## src/rtl/mdu_opcodes_pkg.sv

```systemverilog
// RV32M funct3 opcodes, FSM states and iteration count for the multiply/divide unit.
// Lives beside alu_opcodes_pkg so decode can share the encoding.
package mdu_opcodes_pkg;

    localparam logic [2:0] MDU_MUL    = 3'd0;
    localparam logic [2:0] MDU_MULH   = 3'd1;
    localparam logic [2:0] MDU_MULHSU = 3'd2;
    localparam logic [2:0] MDU_MULHU  = 3'd3;
    localparam logic [2:0] MDU_DIV    = 3'd4;
    localparam logic [2:0] MDU_DIVU   = 3'd5;
    localparam logic [2:0] MDU_REM    = 3'd6;
    localparam logic [2:0] MDU_REMU   = 3'd7;

    localparam int MDU_STEPS = 32;

    typedef enum logic [1:0] {IDLE, CALC, DONE} mdu_state_t;

endpackage

```

## src/rtl/riscv_mdu.sv

```systemverilog
// Iterative RV32M multiply/divide unit: one shift-add or restoring shift-subtract step
// per cycle on sign-stripped magnitudes, with sign correction and RISC-V special cases.
module riscv_mdu
    import mdu_opcodes_pkg::*;
#(
    parameter int DATA_W = 32
) (
    input  logic              clk_i,
    input  logic              rst_i,
    input  logic              start_i,
    input  logic              flush_i,
    input  logic [2:0]        mdu_op_i,
    input  logic [DATA_W-1:0] a_i,
    input  logic [DATA_W-1:0] b_i,
    output logic              busy_o,
    output logic              valid_o,
    output logic [DATA_W-1:0] result_o
);

    localparam int W     = DATA_W;
    localparam int CNT_W = $clog2(MDU_STEPS);
    localparam logic [CNT_W-1:0] LAST_STEP = CNT_W'(MDU_STEPS - 1);

    mdu_state_t       state_q;
    logic [2:0]       op_q;
    logic [CNT_W-1:0] cnt_q;
    logic [W-1:0]     opnd_q;
    logic [2*W-1:0]   acc_q;
    logic             neg_q;
    logic             busy_q;
    logic             valid_q;
    logic [W-1:0]     result_q;

    // Accept-time decode: signedness, magnitudes, result sign and special cases.
    logic           a_signed, b_signed, a_neg, b_neg, is_rem_op;
    logic           div_zero, div_ovf, special, start_neg;
    logic [W-1:0]   a_mag, b_mag;
    logic [2*W-1:0] special_acc;

    always_comb begin
        a_signed    = mdu_op_i inside {MDU_MULH, MDU_MULHSU, MDU_DIV, MDU_REM};
        b_signed    = mdu_op_i inside {MDU_MULH, MDU_DIV, MDU_REM};
        a_neg       = a_signed & a_i[W-1];
        b_neg       = b_signed & b_i[W-1];
        a_mag       = a_neg ? -a_i : a_i;
        b_mag       = b_neg ? -b_i : b_i;
        is_rem_op   = mdu_op_i inside {MDU_REM, MDU_REMU};
        start_neg   = is_rem_op ? a_neg : (a_neg ^ b_neg);
        div_zero    = mdu_op_i[2] && (b_i == '0);
        div_ovf     = (mdu_op_i inside {MDU_DIV, MDU_REM})
                      && (a_i == {1'b1, {(W-1){1'b0}}}) && (b_i == '1);
        special     = div_zero | div_ovf;
        // acc holds {remainder, quotient}; these are the final, already sign-correct values.
        special_acc = div_zero ? {a_i, {W{1'b1}}}
                               : {{W{1'b0}}, 1'b1, {(W-1){1'b0}}};
    end

    // Shared 33-bit adder: multiply adds the multiplicand to the upper accumulator half,
    // divide trial-subtracts the divisor from {partial remainder, next dividend bit}.
    logic           is_div, no_borrow;
    logic [W:0]     add_x, add_y, mul_hi;
    logic [W+1:0]   add_res;
    logic [W-1:0]   rem_step;
    logic [2*W-1:0] acc_step;

    always_comb begin
        is_div    = op_q[2];
        add_x     = is_div ? acc_q[2*W-1:W-1] : {1'b0, acc_q[2*W-1:W]};
        add_y     = is_div ? ~{1'b0, opnd_q} : {1'b0, opnd_q};
        add_res   = {1'b0, add_x} + {1'b0, add_y} + {{(W+1){1'b0}}, is_div};
        no_borrow = add_res[W+1];
        rem_step  = no_borrow ? add_res[W-1:0] : add_x[W-1:0];
        mul_hi    = acc_q[0] ? add_res[W:0] : add_x;
        acc_step  = is_div ? {rem_step, acc_q[W-2:0], no_borrow}
                           : {mul_hi, acc_q[W-1:1]};
    end

    logic [2*W-1:0] prod_fix;
    logic [W-1:0]   rem_fix, done_result;

    always_comb begin
        prod_fix = neg_q ? -acc_q : acc_q;
        rem_fix  = neg_q ? -acc_q[2*W-1:W] : acc_q[2*W-1:W];
        case (op_q)
            MDU_MUL, MDU_DIV, MDU_DIVU: done_result = prod_fix[W-1:0];
            MDU_REM, MDU_REMU:          done_result = rem_fix;
            default:                    done_result = prod_fix[2*W-1:W];
        endcase
    end

    // NOTE: all state below updates with non-blocking assignments so every register
    // samples the pre-edge values of the others, independent of statement order.
    always_ff @(posedge clk_i or posedge rst_i) begin
        if (rst_i) begin
            state_q  <= IDLE;
            op_q     <= MDU_MUL;
            cnt_q    <= '0;
            opnd_q   <= '0;
            acc_q    <= '0;
            neg_q    <= 1'b0;
            busy_q   <= 1'b0;
            valid_q  <= 1'b0;
            result_q <= '0;
        end else begin
            case (state_q)
                IDLE: begin
                    valid_q <= 1'b0;
                    if (start_i && !flush_i) begin
                        op_q   <= mdu_op_i;
                        cnt_q  <= '0;
                        busy_q <= 1'b1;
                        if (special) begin
                            acc_q   <= special_acc;
                            neg_q   <= 1'b0;
                            opnd_q  <= '0;
                            state_q <= DONE;
                        end else begin
                            acc_q   <= mdu_op_i[2] ? {{W{1'b0}}, a_mag} : {{W{1'b0}}, b_mag};
                            opnd_q  <= mdu_op_i[2] ? b_mag : a_mag;
                            neg_q   <= start_neg;
                            state_q <= CALC;
                        end
                    end
                end
                CALC: begin
                    if (flush_i) begin
                        busy_q  <= 1'b0;
                        state_q <= IDLE;
                    end else begin
                        acc_q <= acc_step;
                        cnt_q <= cnt_q + 1'b1;
                        if (cnt_q == LAST_STEP) begin
                            state_q <= DONE;
                        end
                    end
                end
                DONE: begin
                    busy_q  <= 1'b0;
                    state_q <= IDLE;
                    if (!flush_i) begin
                        result_q <= done_result;
                        valid_q  <= 1'b1;
                    end
                end
                default: begin
                    busy_q  <= 1'b0;
                    valid_q <= 1'b0;
                    state_q <= IDLE;
                end
            endcase
        end
    end

    assign busy_o   = busy_q;
    assign valid_o  = valid_q;
    assign result_o = result_q;

endmodule
```

## config.mk

```make
export PLATFORM = sky130hd
export DESIGN_NAME = riscv_mdu
export DESIGN_NICKNAME = d
export VERILOG_FILES = /design/src/rtl/mdu_opcodes_pkg.sv /design/src/rtl/riscv_mdu.sv
export SDC_FILE = /design/constraint.sdc
export NUM_CORES = 1
export LEC_CHECK = 0
export BUFFER_PORTS_ARGS = -buffer_cell sky130_fd_sc_hd__buf_2
export CAP_MARGIN = 30
export CORE_MARGIN = 3
export CORE_UTILIZATION = 50
export CTS_CLUSTER_SIZE = 14
export DETAILED_ROUTE_END_ITERATION = 10
export PLACE_DENSITY = 0.82
export SYNTH_ARGS = -nofsm -noshare
export SYNTH_HDL_FRONTEND = slang
export SYNTH_SLANG_ARGS = --single-unit
export TNS_END_PERCENT = 5
```

## constraint.sdc

```tcl
create_clock -name clk_i -period 4.8 [get_ports clk_i]
set_input_delay 0.24 -clock clk_i [delete_from_list [all_inputs] [get_ports clk_i]]
set_output_delay 0.24 -clock clk_i [all_outputs]
set_load 0.02 [all_outputs]
```

# Yosys cells after proc, flatten, opt, wreduce, memory -nomap -nowiden
# Index checks and enable logic that the tools add are counted.
dict set report word_totals {
  memories 0
  elab_cells 96
  mem_bits_ro 0
  ramBits 0
  latchBits 0
  input_bits 71
  ff_bits 141
}
dict set report classes {
  reduce_logical 21
  add_sub_neg 7
  n_mux 33
  shift 0
  n_mul 0
  div 0
  n_eq_ne 19
  order_cmp 0
  bitwise_logic 7
}
# op count
set ops {}
lappend ops {{$mux 64} 6}
lappend ops {{$mux 32} 7}
lappend ops {{$pmux 64 s2} 1}
lappend ops {{$mux 33} 3}
lappend ops {{$neg 32->32} 3}
lappend ops {{$eq 32x32->1 const B} 2}
lappend ops {{$neg 64->64} 1}
lappend ops {{$pmux 32 s2} 1}
lappend ops {{$add 33x33->34} 1}
lappend ops {{$add 34x1->34} 1}
lappend ops {{$not 32->33} 1}
lappend ops {{$logic_not 32->1} 1}
lappend ops {{$eq 3x3->1 const B} 7}
lappend ops {{$mux 5} 2}
lappend ops {{$pmux 5 s2} 1}
lappend ops {{$reduce_and 2->1} 5}
lappend ops {{$mux 2} 4}
lappend ops {{$ne 2x2->1 const B} 4}
lappend ops {{$reduce_bool 2->1} 3}
lappend ops {{$add 5x1->5 const B} 1}
lappend ops {{$eq 5x5->1 const B} 1}
lappend ops {{$mux 1} 5}
lappend ops {{$logic_and 1x1->1} 4}
lappend ops {{$pmux 1 s2} 2}
lappend ops {{other kinds (18)} 20}

# Longest topological paths before layout
# Gate-level depths: netlist (run 1).
dict set report logic_depth {
  depth_word 8
  depth_mapped 18
  ltp_nobuf 11
}

# Worst setup path before layout (run 1)
# Ideal clock, no wire load.
dict set report synth_path {
  path_type {register -> register}
  from {register op_q[2]}
  to {register acc_q[50]}
  required_time_ps 4674
  n_path_buf 7
  synth_period_minus_slack_ps 4472
  arrival_time_ps 4346
  stages_incl_launch_ff 17
  setup_slack_ps 328
  path_cell_list {dfrtp_1 -> clkbuf_1 -> buf_1 -> buf_1 -> clkbuf_1 -> mux2_2 -> ha_1 -> clkbuf_1 -> nand2_1 -> or3_1 -> nor4b_2 -> o21ai_0 -> and2_1 -> clkbuf_1 -> clkbuf_1 -> a211oi_1 -> nor3_1}
}
dict set report synth_via {
  elab_chain_len 7
  elab_cells_between_ends 9
  classes_between {add/sub: 2; mux: 7}
}
# element line
set synth_rtl {}
lappend synth_rtl {{start, declared} riscv_mdu.sv:25} ;# logic [2:0] op_q;
lappend synth_rtl {{start signal, assigned} riscv_mdu.sv:109} ;# op_q <= mdu_op_i;
lappend synth_rtl {{$mux 33, on equally long branches} {riscv_mdu.sv:68, riscv_mdu.sv:69}}
lappend synth_rtl {{$add 33x33->34} riscv_mdu.sv:70} ;# add_res = {1'b0, add_x} + {1'b0, add_y} + {{(W+1){1'b0}}, is_div};
lappend synth_rtl {{$add 34x1->34} riscv_mdu.sv:70}
lappend synth_rtl {{$mux 33 or $mux 32 (tied branches)} {riscv_mdu.sv:73, riscv_mdu.sv:72}}
lappend synth_rtl {{$mux 64 (*)} riscv_mdu.sv:74} ;# acc_step = is_div ? {rem_step, acc_q[W-2:0], no_borrow}
lappend synth_rtl {{$mux 64 (*)} riscv_mdu.sv:126} ;# if (flush_i) begin
lappend synth_rtl {{$pmux 64 s2 (*)} riscv_mdu.sv:105} ;# case (state_q)
lappend synth_rtl {{end signal, assigned} riscv_mdu.sv:113} ;# acc_q <= special_acc;
lappend synth_rtl {{end signal, assigned} riscv_mdu.sv:118} ;# acc_q <= mdu_op_i[2] ? {{W{1'b0}}, a_mag} : {{W{1'b0}}, b_mag};
lappend synth_rtl {{end signal, assigned} riscv_mdu.sv:130} ;# acc_q <= acc_step;
lappend synth_rtl {{end, declared} riscv_mdu.sv:28} ;# logic [2*W-1:0] acc_q;
# Mark *: on every way between the ends. The rest lies on a longest branch, timed or not. The select of a mux whose other input is x is not followed.
# A chain may end at the register's enable or synchronous reset.

# Final worst setup path (run 1)
dict set report layout_path {
  from {register op_q[2]}
  to {register acc_q[34]}
}
# Same word-level chain as after synthesis.

==> results of run 1 <==
## repair_timing
action / in CTS / in global routing
endpoints found under the hold margin: 0 / 23
gates resized for setup: 0 / 0
hold buffers: 0 / 1
## worst reg2reg max path: cells and delay by family (launching register included)
kind / cells / cell delay, ps
AND/OR/NAND/NOR: 4 / 1460
flip-flops: 1 / 900
multiplexers: 2 / 750
AO/OA/AOI/OAI: 2 / 460
adder cells (fa/ha/maj): 1 / 410
buffers and inverters: 1 / 200
## power breakdown
part / leakage (nW) / total [W] / internal, W / switching [W]
sequential: 1.77 / 0.00218 / 0.00146 / 0.000724
combinational: 4.19 / 0.00569 / 0.00211 / 0.00357
clock: 0.284 / 0.00137 / 0.000706 / 0.000661
total: 6.24 / 0.00924 / 0.00428 / 0.00496
## kinds of logic after synthesis
logic type,Yosys count,synth area share (%)
adder cells (fa/ha/maj),39,3.54
AND/OR/NAND/NOR,637,21.5
AO/OA/AOI/OAI,622,27.3
multiplexers,87,6.62
buffers and inverters,180,4.89
flip-flops,141,25.2
XOR/XNOR,175,11.0
## stage by stage
stage                     cells  util [%]  hold slack (ps)  total power [W]  instance area (um^2)
after floorplan            1881         -              307          0.00583                 14000
final                      2286      56.6             68.1          0.00924                 15400
after global placement     2252      54.3              448          0.00755                 14800
after global routing       2286      56.6             80.9          0.00973                 15400
after CTS                  2284      56.4             28.2          0.00896                 15400
after detailed placement   2252      54.3              458          0.00760                 14800
## worst max-delay path by stage
stage / endpoint / slack (ps) / cells past startpoint
4_1_cts: acc_q[34] / 610 / 10
3_5_place_dp: acc_q[34] / 630 / 10
3_3_place_gp: acc_q[34] / 670 / 10
2_1_floorplan: acc_q[50] / 330 / 16
5_1_grt: acc_q[34] / 290 / 10
6_report: acc_q[34] / 520 / 10
## state kept, by name, summed over array words and instances, names as in the netlist
| register | cells |
|---|---|
| busy_o | 1 |
| op_q | 3 |
| neg_q | 1 |
| valid_o | 1 |
| opnd_q | 32 |
| cnt_q | 5 |
| state_q | 2 |
| result_o | 32 |
| acc_q | 64 |
## synth_stat cells, types with 10 or more instances
library cell,n
nand3_1,43
a21oi_1,188
clkbuf_1,135
ha_1,38
nand4_1,19
nand2b_1,14
buf_1,11
xor2_1,91
o221ai_1,16
or2_2,10
inv_1,26
a221oi_1,10
a31oi_1,29
and3_1,12
mux2i_1,43
o31ai_1,35
or3_1,22
o22ai_1,20
o41ai_1,11
nor4_1,18
o21ai_0,183
xnor2_1,84
or4_1,20
dfrtp_1,141
a211oi_1,31
nor2_1,147
nor3_1,43
mux2_2,44
nand2_1,243
## per-layer routing
metal / track usage [%] / wire (um) / part of all wire (%)
met1: 48.2 / 21800 / 39
met2: 54.6 / 23900 / 43
met3: 7.93 / 6760 / 12
met4: 20.2 / 3610 / 6.4
met5: 0 / 19 / 0.034
## final cells by class
type	count	area (um^2)	area share (%)
Clock buffer	18	439	2.85
Tap cell	372	465	3.02
Timing Repair Buffer	154	931	6.04
Sequential cell	141	3530	22.9
Clock inverter	14	141	0.917
Multi-Input combinational cell	1560	9800	63.6
Inverter	27	106	0.690
## layout by cell type (no fill, tap or decap), drive strengths merged, types with 7 or more instances in the layout
cell type  Yosys  final
a211oi        31     31
a21o           7      7
a21oi        188    188
a221oi        11     11
a31oi         29     29
and2           9      9
and3          12     12
buf           18    153
clkbuf       135     18
dfrtp        141    141
ha            38     38
inv           26     35
mux2          44     44
mux2i         43     43
nand2        243    243
nand2b        14     14
nand3         43     43
nand3b         7      7
nand4         19     19
nor2         147    147
nor2b          9      9
nor3          43     43
nor4          21     21
o21a           7      7
o21ai        187    187
o221ai        16     16
o22ai         20     20
o311ai         7      7
o31ai         36     36
o41ai         11     11
or2           10     10
or3           22     22
or4           20     20
xnor2         84     84
xor2          91     91
==> impl_metrics.ini, run 1 <==
[status]
status = finished, final reports clean

[worst_setup_path]
cpPeakStageDelay_ps = 900
r2r-end = acc_q[34]
cp-end-kind = register
critPathSlowestCell = dfrtp_4
crit_path_start_kind = register
worstPathMaxFanout = 51
crit_arrival_ps = 4630
critical_path_class = reg2reg
timing.rr.start = op_q[2]
r2r_setup_slack_ps = 520
cp.buffers_inverters = 1
r2r_cells = 10
required_ps = 5150
crit_chain = mux2_2, ha_1, nand2_1, or3_1, nor4b_2, o21ai_0, nand2_1, buf_12, mux2_2, a211oi_1
crit_family = simple AND/OR/NAND/NOR gates
critical_path.startpoint = op_q[2]

[power]
power.density_nw_per_um2 = 599
ir_drop_uv = 316
leakage_nw = 6.24

[routing]
routed_via_density = 6.83
firstDrtPassIters = 6
vias = 15600
drtIter0Drc = 2318
wl_per_cell_um = 24.6
drc = 0
ant_nets = 0
wl_mm = 56.1

[min_path]
min_to = op_q[0]
worstHoldStart = mdu_op_i[0]
hold_path_depth = 3
hold_class = in2reg

[global_routing]
grt_max_degree = 101
grt_pass1_vias = 14300
antenna_found_initial = 2
grt_usage_pct = 36.2
grt_pass1_wl_mm = 85.7
overflow = 0

[synthesis]
async_flop_share_pct = 100
synth_seq_cells = 141
syn_area_um2 = 14000
ys_top_cells_by_area = dfrtp_1, a21oi_1, o21ai_0
synth_nets = 1991
yosysUniqueCellTypes = 74
synth_top_area_share_pct = 25.2
synth_flop_cell = dfrtp_1
synth_top_cell_by_area = dfrtp_1
ys_warn_count = 0
synth.avg_cell_area_um2 = 7.44
synthCells = 1881
synth_edf_count = 0
ys_seq_area_share_pct = 25.2

[final_layout]
syn_to_final_growth_pct = 10.2
fillers = 2591
layout.nets = 2011
drive_gt1_share_pct = 13.5
antenna_cells = 0

[sta]
tightest_slew_ps = 983
tns_ps = 0
final.setup.worst_slack_ps = 522
setup_violations = 0
rsz0062_at_grt = false
hold_violations = 0
slew_violations = 0
finClkSkew_ps = 13.7
slew_headroom_pct = 34.2
fin_crit_sh_pct = 89.1
fmax_ghz = 0.234
fin_crit_ps = 4280

[floorplanning]
die_w_um = 173
die_h_um = 173
pin_count = 105
rows = 60
die-area_um2 = 30000
core_um2 = 27300
initial_core_util_pct = 51.3

[placed_design]
io_buffers = 104
dp_slack_ps = 630
place_hpwl_mm = 43.2
gp_congestion = 1.07

[clock_network]
cts_made_buffers = 17
clock_path_buffers = 2
clk_pin_slew_ps = 80
cts_tree = built
clk_latency_ps = 450
cts_setup_buffers = 0
cts_root_buf = clkbuf_16
htree_levels = 4
cts_sinks = 141

[flow_run]
maxCapViolCount = 0
No activity file was read; power rests on OpenSTA's default activity.
==> inputs of run 2 (changes only) <==
--- a/config.mk
+++ b/config.mk
@@ -5,13 +5,13 @@
 export SDC_FILE = /design/constraint.sdc
 export NUM_CORES = 1
 export LEC_CHECK = 0
-export BUFFER_PORTS_ARGS = -buffer_cell sky130_fd_sc_hd__buf_2
 export CAP_MARGIN = 30
 export CORE_MARGIN = 3
 export CORE_UTILIZATION = 50
 export CTS_CLUSTER_SIZE = 14
 export DETAILED_ROUTE_END_ITERATION = 10
-export PLACE_DENSITY = 0.82
+export DONT_BUFFER_PORTS = 1
+export PLACE_DENSITY = 0.79
 export SYNTH_ARGS = -nofsm -noshare
 export SYNTH_HDL_FRONTEND = slang
 export SYNTH_SLANG_ARGS = --single-unit
==> impl_metrics.ini, run 2 (synthesis results as in run 1) <==
[power]
power.total_w = 0.00922
power.density_nw_per_um2 = 615
leakage_nw = 5.83
ir_drop_uv = 282

[placed_design]
place_hpwl_mm = 43.4
gp_congestion = 1.01
io_buffers = 0
dp_slack_ps = 493
placed_area_um2 = 14300

[floorplanning]
die-area_um2 = 30000
initial_core_util_pct = 51.3
rows = 60
die_w_um = 173
core_um2 = 27300
die_h_um = 173
pin_count = 105

[worst_setup_path]
crit_arrival_ps = 4830
crit_top_cell = buf_4
r2r_setup_slack_ps = 350
cpPeakStageDelay_ps = 890
crit_family = compound AO/OA/AOI/OAI gates
worstPathMaxFanout = 51
required_ps = 5180
crit_path_start_kind = register
cp-end-kind = register
timing.rr.start = op_q[2]
r2r_cells = 14
cp.buffers_inverters = 3
critical_path_class = reg2reg
r2r-end = acc_q[61]
crit_chain = buf_4, nand2_1, o21ai_0, ha_1, nand2_1, o31ai_2, a31oi_1, nor4b_2, o21ai_0, buf_4, and2_1, buf_4, o31a_1, a21oi_1
critPathSlowestCell = dfrtp_4

[sta]
hold_violations = 0
fin_crit_sh_pct = 92.7
setup_violations = 0
tns_ps = 0
rsz0062_at_grt = false
final.setup.worst_slack_ps = 349
fmax_ghz = 0.225
slew_violations = 0
slew_headroom_pct = 29.8
finClkSkew_ps = 13.5
tightest_slew_ps = 1050
fin_crit_ps = 4450

[final_layout]
area.sequential_um2 = 3530
syn_to_final_growth_pct = 7.17
multi_input_area_um2 = 9800
top_register = acc_q
layout.nets = 1918
postLayoutCellArea_um2 = 15000
final_common_cell = nand2_1
largest_reg_flops = 64
drive_gt1_share_pct = 8.51
mostFrequentLayoutCells = nand2_1, a21oi_1, o21ai_0
fin_util_pct = 55.0
fillers = 2610

[clock_network]
cts_setup_buffers = 0
cts_made_buffers = 17
clock_path_buffers = 2
cts_sinks = 141
clk_pin_slew_ps = 70
clk_latency_ps = 450
cts_root_buf = clkbuf_16
cts_tree = built
htree_levels = 4

[routing]
firstDrtPassIters = 7
ant_nets = 0
drtIter0Drc = 2186
wl_mm = 56.6
routed_via_density = 6.87
wl_per_cell_um = 25.8
drc = 0
vias = 15100

[global_routing]
antenna_found_initial = 1
grt_pass1_wl_mm = 84.9
grt_usage_pct = 36.4
grt_max_degree = 94
grt_pass1_vias = 13800
overflow = 0

[min_path]
hold_path_depth = 3
min_to = opnd_q[10]
hold_class = in2reg
worstHoldStart = mdu_op_i[2]

[status]
status = finished, final reports clean

[flow_run]
maxCapViolCount = 0
==> run 2: changes by cell type in the layout (fill, tap and decap cells not counted), moves of 2 or more <==
cell	delta
dlygate4sd3_1	+11
buf_4	+2
clkinv_4	-2
buf_2	-104
clkinv_8	+4
==> run 2: metrics by stage <==
step	hold WS (ps)	instances
floorplan	307	1881
global placement	309	2149
detailed placement	310	2149
CTS	1.32	2193
global route	14.7	2193
finish	2.40	2194
==> run 2: per-layer routing <==
layer | vias up | wire length, um | track usage, %
met1 | 7046 | 22500 | 49.1
met5 | - | 14 | 0
met3 | 189 | 7250 | 10.2
li1 | 6727 | - | -
met2 | 1117 | 23500 | 53.5
met4 | 2 | 3260 | 17.7
==> run 2: timing repair <==
action,CTS,global route
endpoints found under the hold margin,103,0
hold buffers,12,0
resized for setup,0,0
==> run 2: final cells by class <==
cell class	instances	area share, %
clock buffers	17	2.84
well taps	372	3.10
inverters	27	0.709
clock inverters	15	1.16
flip-flops and latches	141	23.6
repair buffers	61	3.25
multi-input cells	1560	65.4
diodes	1	0.0167
==> run 2: where the power goes <==
group	leakage (nW)	switching [W]	internal, W
combinational	3.78	0.00362	0.00210
sequential	1.77	0.000656	0.00146
clock	0.290	0.000679	0.000701
==> run 2: worst reg2reg max path, cell delays in order, from the launching register on <==
cell and delay (ps):
dfrtp_4 890, buf_4 430, nand2_1 90, o21ai_0 180
ha_1 200, nand2_1 60, o31ai_2 360, a31oi_1 270
nor4b_2 620, o21ai_0 260, buf_4 240, and2_1 160
buf_4 180, o31a_1 320, a21oi_1 120
==> run 2: worst max path at each step <==
stage / from / slack [ps] / end / cells past startpoint
2_1_floorplan: op_q[2] / 330 / acc_q[50] / 16
3_3_place_gp: op_q[2] / 520 / acc_q[54] / 13
3_5_place_dp: op_q[2] / 490 / acc_q[61] / 14
4_1_cts: op_q[2] / 470 / acc_q[61] / 14
5_1_grt: op_q[2] / 40 / acc_q[46] / 14
6_report: op_q[2] / 350 / acc_q[61] / 14
